[config.mk]
export PLATFORM = sky130hd
export DESIGN_NAME = axi_riscv_lrsc_resv_table
export DESIGN_NICKNAME = d
export VERILOG_FILES = /design/src/rtl/axi_riscv_lrsc_pkg.sv /design/src/rtl/axi_riscv_lrsc_resv_entry.sv /design/src/rtl/axi_riscv_lrsc_resv_table.sv
export SDC_FILE = /design/constraint.sdc
export NUM_CORES = 1
export LEC_CHECK = 0
export CORE_MARGIN = 3
export CORE_UTILIZATION = 25
export DETAILED_ROUTE_END_ITERATION = 10
export PLACE_DENSITY = 0.43
export SLEW_MARGIN = 40
export SYNTH_ARGS = -nofsm -noshare
export SYNTH_HDL_FRONTEND = slang
export SYNTH_SLANG_ARGS = --single-unit
export TNS_END_PERCENT = 1
[constraint.sdc]
create_clock -name clk_i -period 8.9 [get_ports clk_i]
set_clock_uncertainty 0.05 [all_clocks]
set_input_delay 2.225 -clock clk_i [delete_from_list [all_inputs] [get_ports clk_i]]
set_output_delay 2.225 -clock clk_i [all_outputs]
set_load 0.02 [all_outputs]
[src/rtl/axi_riscv_lrsc_pkg.sv]
// Shared types and sizing helpers for the LR/SC reservation table.
package axi_riscv_lrsc_pkg;

   typedef enum logic [1:0] {EVT_NONE, EVT_LR, EVT_SC, EVT_WR} resv_evt_e;

   // Bits needed to hold the values 0..n inclusive.
   function automatic int unsigned cnt_width(int unsigned n);
      return (n < 1) ? 1 : $clog2(n + 1);
   endfunction

endpackage

[src/rtl/axi_riscv_lrsc_resv_entry.sv]
// One reservation slot: valid/id/granule plus optional expiry timer
// (enabled by AXI_RISCV_LRSC_RESV_TIMEOUT_EN).
module axi_riscv_lrsc_resv_entry
   import axi_riscv_lrsc_pkg::*;
#(
   parameter int unsigned ID_WIDTH     = 4,
   parameter int unsigned GRAN_WIDTH   = 61,
   parameter int unsigned RESV_TIMEOUT = 1024
) (
   input  logic                  clk_i,
   input  logic                  rst_ni,
   input  logic                  install_i,
   input  logic                  invalidate_i,
   input  logic [ID_WIDTH-1:0]   id_i,
   input  logic [GRAN_WIDTH-1:0] gran_i,
   input  logic [ID_WIDTH-1:0]   sc_id_i,
   input  logic [GRAN_WIDTH-1:0] sc_gran_i,
   input  logic [GRAN_WIDTH-1:0] wr_gran_i,
   output logic                  valid_o,
   output logic                  valid_d_o,
   output logic                  lr_id_hit_o,
   output logic                  sc_id_hit_o,
   output logic                  sc_gran_hit_o,
   output logic                  wr_gran_hit_o
);

   logic                  valid_q;
   logic [ID_WIDTH-1:0]   id_q;
   logic [GRAN_WIDTH-1:0] gran_q;
   logic                  expire;

`ifdef AXI_RISCV_LRSC_RESV_TIMEOUT_EN
   localparam int unsigned TW = cnt_width(RESV_TIMEOUT);
   logic [TW-1:0] tmr_q;

   // The entry stays visible during the cycle its timer reads zero.
   assign expire = valid_q && (tmr_q == '0);

   always_ff @(posedge clk_i or negedge rst_ni) begin
      if (!rst_ni)             tmr_q <= '0;
      else if (install_i)      tmr_q <= TW'(RESV_TIMEOUT);
      else if (tmr_q != '0)    tmr_q <= tmr_q - 1'b1;
   end
`else
   logic unused_timeout;
   assign unused_timeout = (RESV_TIMEOUT == 0);
   assign expire         = 1'b0;
`endif

   // Install is the last step of the cycle, so it overrides any invalidation.
   assign valid_d_o = install_i ? 1'b1 : ((invalidate_i || expire) ? 1'b0 : valid_q);

   always_ff @(posedge clk_i or negedge rst_ni) begin
      if (!rst_ni) begin
         valid_q <= 1'b0;
         id_q    <= '0;
         gran_q  <= '0;
      end else begin
         valid_q <= valid_d_o;
         if (install_i) begin
            id_q   <= id_i;
            gran_q <= gran_i;
         end
      end
   end

   assign valid_o       = valid_q;
   assign lr_id_hit_o   = valid_q && (id_q == id_i);
   assign sc_id_hit_o   = valid_q && (id_q == sc_id_i);
   assign sc_gran_hit_o = valid_q && (gran_q == sc_gran_i);
   assign wr_gran_hit_o = valid_q && (gran_q == wr_gran_i);

endmodule

[src/rtl/axi_riscv_lrsc_resv_table.sv]
// Multi-entry LR/SC reservation table with SC resolution and write snooping.
// Optional per-entry expiry: define AXI_RISCV_LRSC_RESV_TIMEOUT_EN.
module axi_riscv_lrsc_resv_table
   import axi_riscv_lrsc_pkg::*;
#(
   parameter int unsigned            ADDR_WIDTH   = 64,
   parameter logic [ADDR_WIDTH-1:0]  ADDR_BEGIN   = '0,
   parameter logic [ADDR_WIDTH-1:0]  ADDR_END     = '0,
   parameter int unsigned            ID_WIDTH     = 4,
   parameter int unsigned            ADDR_LSB     = 3,
   parameter int unsigned            NUM_RESV     = 4,
   parameter int unsigned            RESV_TIMEOUT = 1024
) (
   input  logic                              clk_i,
   input  logic                              rst_ni,
   input  logic                              lr_valid_i,
   input  logic [ID_WIDTH-1:0]               lr_id_i,
   input  logic [ADDR_WIDTH-1:0]             lr_addr_i,
   input  logic                              sc_valid_i,
   output logic                              sc_ready_o,
   input  logic [ID_WIDTH-1:0]               sc_id_i,
   input  logic [ADDR_WIDTH-1:0]             sc_addr_i,
   output logic                              sc_resp_valid_o,
   input  logic                              sc_resp_ready_i,
   output logic                              sc_resp_ok_o,
   output logic [ID_WIDTH-1:0]               sc_resp_id_o,
   input  logic                              wr_valid_i,
   input  logic [ADDR_WIDTH-1:0]             wr_addr_i,
   output logic [cnt_width(NUM_RESV)-1:0]    occupancy_o
);

   localparam int unsigned GW = ADDR_WIDTH - ADDR_LSB;
   localparam int unsigned OW = cnt_width(NUM_RESV);
   localparam int unsigned VW = (NUM_RESV > 1) ? $clog2(NUM_RESV) : 1;

   // Wrapping subtraction folds the closed-interval check into one compare.
   function automatic logic in_range(input logic [ADDR_WIDTH-1:0] a);
      return (a - ADDR_BEGIN) <= (ADDR_END - ADDR_BEGIN);
   endfunction

   logic [NUM_RESV-1:0] valid_q, valid_d, install, inval;
   logic [NUM_RESV-1:0] lr_id_hit, sc_id_hit, sc_gran_hit, wr_gran_hit;
   logic [GW-1:0]       lr_gran, sc_gran, wr_gran;
   logic [VW-1:0]       victim_q, free_idx;
   logic                free_found, evict;
   logic                sc_fire, sc_ok, wr_act, lr_act;
   logic [OW-1:0]       occ_d;

   assign lr_gran    = lr_addr_i[ADDR_WIDTH-1:ADDR_LSB];
   assign sc_gran    = sc_addr_i[ADDR_WIDTH-1:ADDR_LSB];
   assign wr_gran    = wr_addr_i[ADDR_WIDTH-1:ADDR_LSB];

   assign sc_ready_o = !sc_resp_valid_o || sc_resp_ready_i;
   assign sc_fire    = sc_valid_i && sc_ready_o;
   assign sc_ok      = in_range(sc_addr_i) && |(sc_id_hit & sc_gran_hit);
   assign wr_act     = wr_valid_i && in_range(wr_addr_i);
   // A same-granule snooped write suppresses the LR entirely.
   assign lr_act     = lr_valid_i && in_range(lr_addr_i) && !(wr_act && (wr_gran == lr_gran));

   assign inval = (sc_fire ? (sc_id_hit | (sc_ok ? sc_gran_hit : '0)) : '0)
                | (wr_act ? wr_gran_hit : '0);

   always_comb begin
      install    = '0;
      free_idx   = '0;
      free_found = 1'b0;
      evict      = 1'b0;
      for (int i = 0; i < NUM_RESV; i++) begin
         if (!valid_q[i] && !free_found) begin
            free_found = 1'b1;
            free_idx   = VW'(i);
         end
      end
      if (lr_act) begin
         if (|lr_id_hit)      install = lr_id_hit;
         else if (free_found) install[free_idx] = 1'b1;
         else begin
            install[victim_q] = 1'b1;
            evict             = 1'b1;
         end
      end
   end

   for (genvar g = 0; g < NUM_RESV; g++) begin : g_entry
      axi_riscv_lrsc_resv_entry #(
         .ID_WIDTH     (ID_WIDTH),
         .GRAN_WIDTH   (GW),
         .RESV_TIMEOUT (RESV_TIMEOUT)
      ) u_entry (
         .clk_i         (clk_i),
         .rst_ni        (rst_ni),
         .install_i     (install[g]),
         .invalidate_i  (inval[g]),
         .id_i          (lr_id_i),
         .gran_i        (lr_gran),
         .sc_id_i       (sc_id_i),
         .sc_gran_i     (sc_gran),
         .wr_gran_i     (wr_gran),
         .valid_o       (valid_q[g]),
         .valid_d_o     (valid_d[g]),
         .lr_id_hit_o   (lr_id_hit[g]),
         .sc_id_hit_o   (sc_id_hit[g]),
         .sc_gran_hit_o (sc_gran_hit[g]),
         .wr_gran_hit_o (wr_gran_hit[g])
      );
   end

   always_comb begin
      occ_d = '0;
      for (int i = 0; i < NUM_RESV; i++) occ_d = occ_d + OW'(valid_d[i]);
   end

   always_ff @(posedge clk_i or negedge rst_ni) begin
      if (!rst_ni) begin
         victim_q        <= '0;
         occupancy_o     <= '0;
         sc_resp_valid_o <= 1'b0;
         sc_resp_ok_o    <= 1'b0;
         sc_resp_id_o    <= '0;
      end else begin
         occupancy_o <= occ_d;
         if (evict) victim_q <= (victim_q == VW'(NUM_RESV - 1)) ? '0 : victim_q + 1'b1;
         if (sc_fire) begin
            sc_resp_valid_o <= 1'b1;
            sc_resp_ok_o    <= sc_ok;
            sc_resp_id_o    <= sc_id_i;
         end else if (sc_resp_ready_i) begin
            sc_resp_valid_o <= 1'b0;
         end
      end
   end

endmodule
Word level (Yosys, flattened, before mapping)
Cells that the tools add are included.
{"block": "totals", "ff_bits": 275, "in_bits": 206, "output_inout_bits": 10, "elab_cells": 118}
{"block": "classes", "add_sub_neg": 4, "n_lt_le_gt_ge": 7, "eq_ne": 18, "n_mux": 31, "bitwise": 3, "reduce_logical": 38}
{"cell": "61-bit == test", "n": 9}
{"cell": "64-bit by 1-bit less-or-equal comparator with 1-bit output (second input constant)", "n": 3}
{"cell": "4-bit == test", "n": 8}
{"cell": "1-bit logical AND", "n": 27}
{"cell": "4-bit two-way mux", "n": 6}
{"cell": "1-bit two-way mux", "n": 20}
{"cell": "4-bit OR", "n": 2}
{"cell": "4-bit OR reduction", "n": 2}
{"cell": "1-bit logical NOT", "n": 7}
{"cell": "2-bit by 3-bit < comparator with 1-bit output (second input constant)", "n": 2}
{"cell": "2-bit two-way mux", "n": 3}
{"cell": "4-bit AND", "n": 1}
{"cell": "1-bit demux with 2-bit select", "n": 2}
{"cell": "2-bit by 1-bit >= comparator with 1-bit output (second input constant)", "n": 2}
{"cell": "2-bit by 1-bit adder with 3-bit output", "n": 1}
{"cell": "3-bit by 1-bit adder with 3-bit output", "n": 1}
{"cell": "1-bit by 1-bit adder with 2-bit output", "n": 1}
{"cell": "2-bit by 1-bit adder with 2-bit output (second input constant)", "n": 1}
{"cell": "2-bit == test (second input constant)", "n": 1}
{"cell": "2-bit nonzero test", "n": 1}
{"cell": "1-bit logical OR", "n": 1}

Depth between registers and ports, before layout
Gate-level depths: netlist of the first run.
{"block": "depth", "ltp_word": 20, "mapped_depth": 12, "mapped_depth_nobuf": 10}

By module
Synthesis of the first run repeated with hierarchy kept, for this count alone.
{"block": "hier_totals", "cells_unflattened": 1652, "hier_area_um2": 17431.7}
{"module": "axi_riscv_lrsc_resv_entry", "n_inst": 4, "cells_each": 353, "area_per_inst_um2": 3892.5}
{"module": "axi_riscv_lrsc_resv_table", "n_inst": 1, "cells_each": 240, "area_per_inst_um2": 1861.8}

Worst setup path after synthesis of the first run
Ideal clock, no wire load.
{"block": "synth_path", "kind": "input -> register", "from": "in sc_addr_i[7]", "to": "reg occupancy_o[1]", "setup_ns": 0.126, "t_arrival_ns": 5.290, "path_slack_ns": 3.434, "stages": 11, "n_path_buf": 1, "path_cell_list": "buf_2 -> nor2b_1 -> a2111o_1 -> or4_1 -> or4_1 -> or2_0 -> a31oi_1 -> o21ai_0 -> fa_1 -> ha_1 -> ha_1"}
{"block": "synth_via", "elab_chain_cells": 14, "word_cells_on_any_way": 27, "classes_between": "add/sub (3); order compare (1); eq/ne (4); mux (10); bitwise (3); reduce/logical (6)"}
{"element": "start, declared", "line_no": "axi_riscv_lrsc_resv_table.sv:22", "source": "input logic [ADDR_WIDTH-1:0] sc_addr_i,"}
{"element": "parallel branches: the longest is 5 deep, another holds 64-bit by 1-bit less-or-equal comparator with 1-bit output"}
{"element": "4-bit two-way mux (*)", "line_no": "axi_riscv_lrsc_resv_table.sv:60", "source": "assign inval = (sc_fire ? (sc_id_hit | (sc_ok ? sc_gran_hit : '0)) : '0)"}
{"element": "4-bit OR (*)", "line_no": "axi_riscv_lrsc_resv_table.sv:60"}
{"element": "4-bit two-way mux (*)", "line_no": "axi_riscv_lrsc_resv_table.sv:60"}
{"element": "4-bit OR (*)", "line_no": "axi_riscv_lrsc_resv_table.sv:61", "source": "| (wr_act ? wr_gran_hit : '0);"}
{"element": "1-bit two-way mux (*) (2 in series)", "line_no": "axi_riscv_lrsc_resv_entry.sv:51", "source": "assign valid_d_o = install_i ? 1'b1 : ((invalidate_i || expire) ? 1'b0 : valid_q);"}
{"element": "via g_entry[0].u_entry.valid_d_o", "line_no": "axi_riscv_lrsc_resv_entry.sv:20", "source": "output logic valid_d_o,"}
{"element": "1-bit by 1-bit adder with 2-bit output (*)", "line_no": "axi_riscv_lrsc_resv_table.sv:110", "source": "for (int i = 0; i < NUM_RESV; i++) occ_d = occ_d + OW'(valid_d[i]);"}
{"element": "2-bit by 1-bit adder with 3-bit output (*)", "line_no": "axi_riscv_lrsc_resv_table.sv:110"}
{"element": "3-bit by 1-bit adder with 3-bit output (*)", "line_no": "axi_riscv_lrsc_resv_table.sv:110"}
{"element": "via occ_d[1]", "line_no": "axi_riscv_lrsc_resv_table.sv:47", "source": "logic [OW-1:0] occ_d;"}
{"element": "end signal, assigned", "line_no": "axi_riscv_lrsc_resv_table.sv:116", "source": "occupancy_o <= '0;"}
{"element": "end signal, assigned", "line_no": "axi_riscv_lrsc_resv_table.sv:121", "source": "occupancy_o <= occ_d;"}
{"element": "end, declared", "line_no": "axi_riscv_lrsc_resv_table.sv:29", "source": "output logic [cnt_width(NUM_RESV)-1:0] occupancy_o"}
Mark *: on every way through the listed nets, which the timed path passes.
A chain may end at the register's enable or synchronous reset.

Worst setup path after layout of the first run
{"block": "layout_path", "from": "in wr_addr_i[10]", "to": "reg occupancy_o[1]"}
{"block": "layout_via", "word_cells_on_any_way": 28, "classes_between": "add/sub (3); order compare (1); eq/ne (5); mux (10); bitwise (1); reduce/logical (8)"}
{"element": "start, declared", "line_no": "axi_riscv_lrsc_resv_table.sv:28", "source": "input logic [ADDR_WIDTH-1:0] wr_addr_i,"}
{"element": "64-bit by 1-bit less-or-equal comparator with 1-bit output", "line_no": "axi_riscv_lrsc_resv_table.sv:38", "source": "return (a - ADDR_BEGIN) <= (ADDR_END - ADDR_BEGIN);"}
{"element": "1-bit logical AND", "line_no": "axi_riscv_lrsc_resv_table.sv:56", "source": "assign wr_act = wr_valid_i && in_range(wr_addr_i);"}
{"element": "1-bit logical AND", "line_no": "axi_riscv_lrsc_resv_table.sv:58", "source": "assign lr_act = lr_valid_i && in_range(lr_addr_i) && !(wr_act && (wr_gran == lr_gran));"}
{"element": "1-bit logical NOT", "line_no": "axi_riscv_lrsc_resv_table.sv:58"}
{"element": "1-bit logical AND", "line_no": "axi_riscv_lrsc_resv_table.sv:58"}
{"element": "4-bit two-way mux", "line_no": "axi_riscv_lrsc_resv_table.sv:74", "source": "if (lr_act) begin"}
{"element": "1-bit two-way mux (*)", "line_no": "axi_riscv_lrsc_resv_entry.sv:51"}
{"element": "via g_entry[2].u_entry.valid_d_o", "line_no": "axi_riscv_lrsc_resv_entry.sv:20"}
{"element": "2-bit by 1-bit adder with 3-bit output (*)", "line_no": "axi_riscv_lrsc_resv_table.sv:110"}
{"element": "3-bit by 1-bit adder with 3-bit output (*)", "line_no": "axi_riscv_lrsc_resv_table.sv:110"}
{"element": "via occ_d[1]", "line_no": "axi_riscv_lrsc_resv_table.sv:47"}
Mark *: on every way through the listed nets, which the timed path passes. The rest lies on a longest branch.

==> results of run 1 <==
power by group through the flow:
stage	Clock [mW]	Sequential [mW]	Combinational [mW]
finish	1.56	1.26	0.518
global route	1.64	1.25	0.524
CTS	1.59	1.26	0.508
detailed placement	0	1.28	0.505
floorplan	0	1.28	0.189
global placement	0	1.28	0.514
layout make-up:
class / count / area (um2)
fill: 6835 / 45400
multi-input combinational: 1256 / 9400
sequential: 275 / 6880
timing repair buffer: 233 / 2220
clock buffer: 52 / 1110
tap: 864 / 1080
inverter: 42 / 158
clock inverter: 13 / 138
antenna: 2 / 5.00
metal layers:
layer  GRT usage (%)  wire (um)
met1            40.0      45900
met2            49.7      49800
met3            5.20       7660
met4            15.7       6990
met5               0         20
cell families after synthesis:
group / after synthesis / synth area share (%)
compound gates: 70 / 3.21
xor+xnor: 519 / 26.8
fa+ha+maj: 7 / 0.561
buf+inv: 191 / 4.26
flops: 275 / 40.6
mux: 22 / 1.49
simple gates: 638 / 23.0
sequential cells by signal, indices dropped and copies added (netlist names):
signal                   cells
victim_q                     2
g_entry.u_entry.valid_o      4
occupancy_o                  3
sc_resp_valid_o              1
g_entry.u_entry.id_q        16
sc_resp_ok_o                 1
sc_resp_id_o                 4
g_entry.u_entry.gran_q     244
worst max path at each step:
stage / from / endpoint / slack [ps] / depth (start not counted)
2_1_floorplan: sc_addr_i[7] / occupancy_o[1]$_DFF_PN0_ / 3430 / 11
3_3_place_gp: wr_addr_i[25] / occupancy_o[1]$_DFF_PN0_ / 1420 / 10
3_5_place_dp: wr_addr_i[10] / occupancy_o[1]$_DFF_PN0_ / 1490 / 10
4_1_cts: wr_addr_i[10] / occupancy_o[1]$_DFF_PN0_ / 2080 / 10
5_1_grt: wr_addr_i[10] / occupancy_o[1]$_DFF_PN0_ / 2360 / 10
6_report: wr_addr_i[10] / occupancy_o[1]$_DFF_PN0_ / 2310 / 10
metrics by stage:
step / total power [mW] / instances / instance area (um2) / hold slack, ps
2_1_floorplan: 1.47 / 1722 / 16900 / 446
3_3_place_gp: 1.79 / 2669 / 19800 / 427
3_5_place_dp: 1.78 / 2670 / 19700 / 432
4_1_cts: 3.36 / 2735 / 21000 / 450
5_1_grt: 3.42 / 2735 / 21000 / 475
6_report: 3.33 / 2737 / 21000 / 447
placed cells by master, fill, tap and decap left out, types with 3 or more instances in the layout:
| cell | instances |
|---|---|
| mux2_2 | 18 |
| clkbuf_1 | 4 |
| o221ai_1 | 5 |
| clkbuf_16 | 39 |
| a2111oi_0 | 9 |
| xnor2_1 | 221 |
| clkinvlp_4 | 3 |
| or4_4 | 3 |
| clkbuf_8 | 9 |
| o21ai_0 | 5 |
| o22ai_1 | 6 |
| inv_1 | 42 |
| dfrtp_1 | 275 |
| nor4_1 | 145 |
| and2_1 | 230 |
| buf_4 | 15 |
| nor4_2 | 8 |
| nand4_1 | 82 |
| ha_1 | 6 |
| a222oi_1 | 3 |
| buf_2 | 19 |
| nand2_1 | 13 |
| nor3_1 | 10 |
| a221oi_1 | 6 |
| o2111ai_1 | 8 |
| xor2_1 | 298 |
| nor2b_1 | 39 |
| nor2_1 | 23 |
| clkdlybuf4s50_1 | 195 |
| a21oi_1 | 10 |
| nand2_2 | 3 |
| nand2b_1 | 30 |
| clkinv_2 | 4 |
| nand3_1 | 29 |
| or4_1 | 9 |
worst register-to-register path: cells and delay by family (launching register included):
family	cells	cell delay, ps
AO/OA/AOI/OAI	4	1280
AND/OR/NAND/NOR	3	1190
adder cells (fa/ha/maj)	3	1070
flip-flops	1	570
==> summary.txt, run 1 <==
Run status
  • Status: completed

Setup path
  • Worst R2R End: occupancy_o[1]$_DFF_PN0_
  • Crit-path most repeated cell: ha_1
  • CP top delay family: simple AND/OR/NAND/NOR gates
  • CP required: 9290 ps
  • Worst path bufs/invs: 1
  • Slowest cell on the critical path: clkdlybuf4s50_1
  • Crit Path Category: in -> reg
  • Worst R2R Setup Slack: 4630 ps
  • Worst r2r path cells: 10
  • Element type at the critical path end: register
  • Critical Path Start Type: primary input
  • Worst Path Arrival: 6980 ps
  • Crit path cell chain: clkdlybuf4s50_1 -> xor2_1 -> nor4_1 -> nand4_1 -> nor4_2 -> a21oi_4 -> nand2_2 -> o21ai_0 -> ha_1 -> ha_1
  • CP max stage delay: 1070 ps
  • Worst Path Max Fanout: 29
  • FF-to-FF Start: g_entry[2].u_entry.gran_q[30]$_DFFE_PN0P_

Place
  • HPWL Detailed: 86.5 mm
  • Post-Place Setup Slack: 1490 ps
  • Port bufs: 215
  • Global placer's final weighted congestion: 1.01

Final layout
  • Share of cells above drive strength 1: 7.38%
  • Final Util: 31.6%
  • Layout area overhead: 24.0%
  • Final net count: 2,058

STA
  • Tcrit/Tclk final: 74.1%
  • Unrepaired setup endpoints after global routing: no
  • Hold Vio Cnt, Final: 0
  • Slew headroom: 31.7%
  • Final min period: 6590 ps
  • Worst-Margin Slew: 1020 ps
  • Setup TNS: 0 ps
  • Final worst setup slack: 2310 ps
  • Peak Freq: 0.152 GHz
  • Setup Viol. Count Final: 0
  • Slew Limit Fails: 0

Global routing
  • Vias in the first global route: 14,984
  • Initial antenna violation count: 8
  • Total grt overflow: 0
  • First-pass GRT wire length: 145 mm
  • Largest net degree at the start of global routing: 71
  • Total GRT Usage: 30.9%

Die
  • Ports: 216
  • Die Width: 266 um
  • Initial Util: 25.5%
  • Core footprint: 66,500 um2
  • Die ar.: 70,900 um2
  • Site Rows: 94
  • Die H: 266 um

Yosys
  • Part of the Yosys area used for sequential elements: 40.6%
  • Mapped Area: 16,900 um2
  • Number of flops mapped to enable cells by yosys: 0
  • Distinct cells, synth: 56
  • Post-Syn Instances: 1,722
  • Synth top area cells: dfrtp_1, xor2_1, xnor2_1
  • Share of the synthesized area in the top cell type: 40.6%
  • Synth async-reset ratio: 100%
  • Synth area leader: dfrtp_1
  • Commonest cells in the netlist: xor2_1, dfrtp_1, and2_1, xnor2_1, nor4_1
  • Ys flop type: dfrtp_1
  • Flip-flop and latch count after synthesis: 275
  • Yosys warnings: 0
  • Count leader, synth: xor2_1
  • Syn avg cell area: 9.84 um2
  • Syn Nets: 1,935

Pwr
  • P_int: 2.36 mW
  • Maximum vdd drop: 0.0915 mV
  • Sw Share: 29.1%
  • P per Cell Area: 158 nW/um2
  • NetSw: 0.969 mW
  • Clock power share: 46.7%
  • Pleak: 8.88 nW
  • Seq pwr share: 37.7%
  • Combinational Power Share: 15.6%

Clock tree
  • CTS Hold Bufs: 0
  • Clock root buffer: clkbuf_16
  • # resized after CTS: 0
  • Reg clk slew, reported paths: 60 ps
  • CTS Buffer Depth: 3
  • Post CTS Setup Buffer Count: 0
  • Number of CTS-inserted buffers: 37
  • TritonCTS clock tree: yes
  • Sink Count: 275
  • H-Tree Depth: 2
  • Worst-skew pair later-pin latency: 570 ps

Route
  • DRC Markers: 0
  • DR vias: 14,571
  • Routed WL: 110 mm
  • Routed Antenna Nets: 0
  • Drt pass-1 iters: 6
  • Drt wl/cell: 40.3 um
  • Starting DRT DRC Count: 1,512
  • Vias/cell: 5.32

Min path
  • Hold Crit Class: reg -> reg
  • Hold EP: sc_resp_ok_o$_DFFE_PN0P_
  • Hold_sp: sc_resp_ok_o$_DFFE_PN0P_
  • Worst Hold Depth: 1

Run
  • Max-cap violations: 0
(Power assumes the default switching activity.)
==> run 2: changes to the inputs <==
- clock period: 8.9 -> 6.63 ns (I/O delays scaled with it)
==> summary.txt, run 2 (synthesized netlist as in run 1, its figures left out) <==
Global routing
  • Vias in the first global route: 15,289 (was 14,984)
  • Largest net degree at the start of global routing: 102 (was 71)
  • Total GRT Usage: 29.9% (was 30.9%)
  • Initial antenna violation count: 4 (was 8)
  • First-pass GRT wire length: 142 mm (was 145 mm)
  • Total grt overflow: 0 (unchanged)

Setup path
  • Worst Path Max Fanout: 7 (was 29)
  • Worst Path Arrival: 6090 ps (was 6980 ps)
  • CP required: 7040 ps (was 9290 ps)
  • Crit Path Category: in -> reg (unchanged)
  • Critical Path Start Type: primary input (unchanged)
  • Element type at the critical path end: register (unchanged)

Die
  • Site Rows: 94 (unchanged)
  • Die Width: 266 um (unchanged)
  • Core footprint: 66,500 um2 (unchanged)
  • Initial Util: 25.5% (unchanged)
  • Ports: 216 (unchanged)
  • Die ar.: 70,900 um2 (unchanged)
  • Die H: 266 um (unchanged)

Place
  • HPWL Detailed: 86.2 mm (was 86.5 mm)
  • Port bufs: 215 (unchanged)
  • Global placer's final weighted congestion: 1.06 (was 1.01)
  • Post-Place Setup Slack: 498 ps (was 1490 ps)
  • DP Area: 20,500 um2 (was 19,700 um2)

STA
  • Setup TNS: 0 ps (unchanged)
  • Setup Viol. Count Final: 0 (unchanged)
  • Slew Limit Fails: 0 (unchanged)
  • Tcrit/Tclk final: 85.7%
  • Slew headroom: 32.4% (was 31.7%)
  • Unrepaired setup endpoints after global routing: no (unchanged)
  • Worst-Margin Slew: 1010 ps (was 1020 ps)
  • Hold Vio Cnt, Final: 0 (unchanged)
  • Peak Freq: 0.176 GHz
  • Final worst setup slack: 945 ps (was 2310 ps)
  • Final min period: 5680 ps

Pwr
  • Pleak: 9.29 nW (was 8.88 nW)
  • Clock power share: 45.3% (was 46.7%)
  • NetSw: 1.27 mW (was 0.969 mW)
  • P_int: 3.15 mW (was 2.36 mW)
  • Seq pwr share: 38.1% (was 37.7%)
  • Combinational Power Share: 16.6% (was 15.6%)
  • Sw Share: 28.7% (was 29.1%)
  • Total Power: 4.42 mW (was 3.33 mW)
  • Maximum vdd drop: 0.126 mV (was 0.0915 mV)
  • P per Cell Area: 204 nW/um2 (was 158 nW/um2)

Route
  • Drt pass-1 iters: 5 (was 6)
  • Drt wl/cell: 38.1 um (was 40.3 um)
  • Routed WL: 108 mm (was 110 mm)
  • Routed Antenna Nets: 0 (unchanged)
  • Starting DRT DRC Count: 1,796 (was 1,512)
  • DR vias: 15,026 (was 14,571)
  • DRC Markers: 0 (unchanged)
  • Vias/cell: 5.32 (about the same)

Clock tree
  • H-Tree Depth: 2 (unchanged)
  • CTS Buffer Depth: 3 (unchanged)
  • Reg clk slew, reported paths: 60 ps (about the same)
  • Post CTS Setup Buffer Count: 0 (unchanged)
  • CTS Hold Bufs: 0 (unchanged)
  • Worst-skew pair later-pin latency: 570 ps (about the same)
  • TritonCTS clock tree: yes (unchanged)
  • Clock root buffer: clkbuf_16 (unchanged)
  • Sink Count: 275 (unchanged)
  • Number of CTS-inserted buffers: 35 (was 37)
  • # resized after CTS: 0 (unchanged)

Final layout
  • Largest registers: g_entry.u_entry.gran_q x244, g_entry.u_entry.id_q x16 (unchanged)
  • Final net count: 2,145 (was 2,058)
  • Biggest register: g_entry.u_entry.gran_q (unchanged)
  • Most frequent cells in the layout: xor2_1, dfrtp_1, and2_1 (unchanged)
  • Commonest non-fill, non-tap cell in the layout: xor2_1 (unchanged)
  • Design area: 21,700 um2 (was 21,000 um2)
  • Share of cells above drive strength 1: 10.5% (was 7.38%)
  • Max reg flops: 244 (unchanged)
  • Layout area overhead: 28.0% (was 24.0%)
  • Final Util: 32.6% (was 31.6%)

Run status
  • Status: completed (unchanged)

Run
  • Max-cap violations: 0 (unchanged)

Min path
  • Hold Crit Class: reg -> reg (unchanged)
-- run 2: cell count changes in the layout (fill, tap and decap cells not counted), moves of 2 or more --
| cell | change |
|---|---|
| nor4_1 | +5 |
| clkbuf_16 | -3 |
| buf_6 | -2 |
| clkdlybuf4s50_1 | +15 |
| buf_12 | +2 |
| buf_4 | +89 |
| buf_2 | -15 |
| clkbuf_8 | -2 |
| clkinv_2 | +2 |
| clkbuf_1 | +2 |
| nor4_2 | -5 |
-- run 2: cell type report --
type | count | area (um2)
clock inverter | 15 | 178
timing repair buffer | 322 | 2990
sequential | 275 | 6880
clock buffer | 49 | 1020
tap | 864 | 1080
antenna | 2 | 5.00
multi-input combinational | 1256 | 9370
inverter | 42 | 158
fill | 6844 | 44800
-- run 2: per-stage QoR --
stage	instances	hold slack, ps
after floorplan	1722	446
after global placement	2758	422
after detailed placement	2758	422
after CTS	2822	447
after global routing	2823	474
final	2825	443
-- run 2: routing by layer --
layer | track usage, % | vias to the layer above | wire (um)
met3 | 6.18 | 272 | 8650
li1 | - | 6219 | -
met4 | 17.9 | 2 | 7730
met2 | 47.1 | 911 | 47900
met1 | 37.9 | 7622 | 43300
met5 | 0 | - | 12
-- run 2: critical path, stage by stage --
cell and delay [ps]:
clkdlybuf4s50_1 840, buf_4 350, nor4_1 470, nand4_1 190, nor4_1 400, and4b_1 320
or3b_2 450, a31oi_1 170, o21ai_0 210, fa_1 540, ha_1 200, ha_1 290
-- run 2: power by group through the flow --
stage	registers (mW)	logic [mW]	clock network [mW]
global route	1.68	0.741	2.12
floorplan	1.72	0.253	0
detailed placement	1.72	0.710	0
global placement	1.72	0.717	0
CTS	1.69	0.715	2.05
finish	1.69	0.732	2.00
-- run 2: path summary, 6_finish.rpt --
| check | startpoint | to | depth (start not counted) | slack (ps) |
|---|---|---|---|---|
| max in group asynchronous | rst_ni | g_entry[0].u_entry.gran_q[55]$_DFFE_PN0P_ | 3 | 4390 |
| hold reg to reg | sc_resp_ok_o$_DFFE_PN0P_ | sc_resp_ok_o$_DFFE_PN0P_ | 1 | 440 |
| hold / removal | sc_resp_ok_o$_DFFE_PN0P_ | sc_resp_ok_o$_DFFE_PN0P_ | 1 | 440 |
| setup / recovery | sc_addr_i[16] | occupancy_o[1]$_DFF_PN0_ | 12 | 950 |
| setup reg to reg | g_entry[0].u_entry.gran_q[56]$_DFFE_PN0P_ | occupancy_o[1]$_DFF_PN0_ | 11 | 2530 |
| min in group asynchronous | rst_ni | g_entry[3].u_entry.id_q[1]$_DFFE_PN0P_ | 1 | 890 |
==> run 3: changes to the inputs <==
- GPL_ROUTABILITY_DRIVEN: not set -> 0
==> summary.txt, run 3 (synthesized netlist as in run 1, its figures left out) <==
STA
  • Final worst setup slack: 914 ps (was 945 ps)
  • Hold Vio Cnt, Final: 0 (unchanged)
  • Hold slack: 429 ps (was 443 ps)
  • Unrepaired setup endpoints after global routing: no (unchanged)
  • Slew headroom: 35.2% (was 32.4%)
  • Final min period: 5720 ps (was 5680 ps)
  • Tcrit/Tclk final: 86.2% (was 85.7%)
  • Slew Limit Fails: 0 (unchanged)
  • Setup TNS: 0 ps (unchanged)
  • Setup Viol. Count Final: 0 (unchanged)
  • Worst-Margin Slew: 968 ps (was 1010 ps)
  • Peak Freq: 0.175 GHz (was 0.176 GHz)

Global routing
  • GR Layer Usage met2: 38.3% (was 47.1%)
  • GRT Max-Usage Layer: met2 (unchanged)
  • Vias in the first global route: 15,069 (was 15,289)
  • Total grt overflow: 0 (unchanged)
  • GR Util met3: 8.69% (was 6.18%)
  • Routing usage on met1: 33.5% (was 37.9%)
  • Initial antenna violation count: 1 (was 4)
  • Largest net degree at the start of global routing: 97 (was 102)
  • First-pass GRT wire length: 127 mm (was 142 mm)
  • Total GRT Usage: 26.1% (was 29.9%)

Route
  • Drt wl/cell: 33.9 um (was 38.1 um)
  • Drt pass-1 iters: 7 (was 5)
  • Starting DRT DRC Count: 1,808 (was 1,796)
  • Routed Antenna Nets: 0 (unchanged)
  • Routed WL: 94.3 mm (was 108 mm)
  • DR vias: 14,920 (was 15,026)
  • DRC Markers: 0 (unchanged)
  • Vias/cell: 5.36 (was 5.32)

Setup path
  • Worst Path Arrival: 6090 ps (about the same)
  • Element type at the critical path end: register (unchanged)
  • CP max stage delay: 800 ps (was 840 ps)
  • Worst Path Max Fanout: 6 (was 7)
  • Crit path cell chain: clkdlybuf4s50_1 -> xor2_1 -> nor4_1 -> nand4_1 -> nor4_1 -> nand3_1 -> o221ai_1 -> o21ai_0 -> fa_1 -> ha_1 -> ha_1 (was clkdlybuf4s50_1 -> buf_4 -> nor4_1 -> nand4_1 -> nor4_1 -> and4b_1 -> or3b_2 -> a31oi_1 -> o21ai_0 -> fa_1 -> ha_1 -> ha_1)
  • CP top delay family: simple AND/OR/NAND/NOR gates (unchanged)
  • Critical Path Start Type: primary input (unchanged)
  • Crit Path Category: in -> reg (unchanged)
  • Worst path bufs/invs: 1 (was 2)
  • Slowest cell on the critical path: clkdlybuf4s50_1 (unchanged)
  • CP required: 7010 ps (was 7040 ps)

Clock tree
  • CTS Hold Bufs: 0 (unchanged)
  • Number of CTS-inserted buffers: 36 (was 35)
  • Sink Count: 275 (unchanged)
  • TritonCTS clock tree: yes (unchanged)
  • Reg clk slew, reported paths: 50 ps (was 60 ps)
  • # resized after CTS: 0 (unchanged)
  • Worst-skew pair later-pin latency: 580 ps (was 570 ps)
  • Post CTS Setup Buffer Count: 0 (unchanged)
  • H-Tree Depth: 2 (unchanged)
  • Clock root buffer: clkbuf_16 (unchanged)
  • CTS Buffer Depth: 3 (unchanged)

Final layout
  • Commonest non-fill, non-tap cell in the layout: xor2_1 (unchanged)
  • Final net count: 2,109 (was 2,145)
  • Largest registers: g_entry.u_entry.gran_q x244, g_entry.u_entry.id_q x16 (unchanged)
  • Final Non-Filler Cells: 2,785 (was 2,825)
  • Share of cells above drive strength 1: 8.65% (was 10.5%)
  • Max reg flops: 244 (unchanged)
  • Biggest register: g_entry.u_entry.gran_q (unchanged)
  • Layout area overhead: 26.3% (was 28.0%)
  • Most frequent cells in the layout: xor2_1, dfrtp_1, and2_1 (unchanged)

Die
  • Die Width: 266 um (unchanged)
  • Initial Util: 25.5% (unchanged)
  • Die ar.: 70,900 um2 (unchanged)
  • Site Rows: 94 (unchanged)
  • Ports: 216 (unchanged)
  • Die H: 266 um (unchanged)
  • Core footprint: 66,500 um2 (unchanged)

Place
  • HPWL Detailed: 74.0 mm (was 86.2 mm)
  • Port bufs: 215 (unchanged)
  • Post-Place Setup Slack: 381 ps (was 498 ps)
  • Placed cells: 2,721 (was 2,758)

Pwr
  • Pleak: 9.11 nW (was 9.29 nW)
  • P per Cell Area: 205 nW/um2 (was 204 nW/um2)
  • Maximum vdd drop: 0.129 mV (was 0.126 mV)

Run
  • Max-cap violations: 0 (unchanged)

Min path
  • Hold Crit Class: reg -> reg (unchanged)

Run status
  • Status: completed (unchanged)
## run 3: metrics by stage
stage | power (mW) | area (um2) | utilization [%]
3_3_place_gp | 2.37 | 20200 | 30.3
6_report | 4.39 | 21400 | 32.2
3_5_place_dp | 2.37 | 20200 | 30.3
5_1_grt | 4.51 | 21400 | 32.2
4_1_cts | 4.41 | 21400 | 32.1
2_1_floorplan | 1.97 | 16900 | -
## run 3: worst register-to-register path, stage by stage, from the launching register on
cell	delay, ps
dfrtp_1	440
xor2_1	170
nor4_1	810
nand4_1	350
nor4_1	460
nand3_1	300
o221ai_1	260
o21ai_0	190
fa_1	520
ha_1	200
ha_1	300
## run 3: per-layer routing
metal  part of all wire (%)  vias to the layer above
li1                       -                     6153
met1                     40                     7276
met2                     41                     1157
met3                     12                      334
met4                    7.3                        0
met5                      0                        -
## run 3: layout make-up
class,instances,area (um2)
Tap cell,864,1080
Sequential cell,275,6880
Clock buffer,47,1010
Inverter,42,158
Fill cell,6812,45100
Multi-Input combinational cell,1256,9360
Clock inverter,15,193
Antenna cell,1,2.50
Timing Repair Buffer,285,2700
## run 3: report_power, final
| group | switching (mW) | internal, mW | total (mW) | leakage (nW) |
|---|---|---|---|---|
| logic | 0.428 | 0.254 | 0.682 | 4.77 |
| registers | 0.00198 | 1.68 | 1.69 | 3.75 |
| clock network | 0.789 | 1.23 | 2.02 | 0.596 |
## run 3: path summary, 6_finish.rpt
| kind | start | end | slack [ps] | depth (start not counted) |
|---|---|---|---|---|
| setup / recovery | wr_addr_i[55] | occupancy_o[1]$_DFF_PN0_ | 910 | 11 |
| hold / removal | sc_resp_ok_o$_DFFE_PN0P_ | sc_resp_ok_o$_DFFE_PN0P_ | 430 | 1 |
| setup reg to reg | g_entry[3].u_entry.gran_q[25]$_DFFE_PN0P_ | occupancy_o[1]$_DFF_PN0_ | 2430 | 10 |
| hold reg to reg | sc_resp_ok_o$_DFFE_PN0P_ | sc_resp_ok_o$_DFFE_PN0P_ | 430 | 1 |
| max in group asynchronous | rst_ni | g_entry[0].u_entry.gran_q[42]$_DFFE_PN0P_ | 4700 | 2 |
| min in group asynchronous | rst_ni | sc_resp_valid_o$_DFFE_PN0P_ | 900 | 1 |
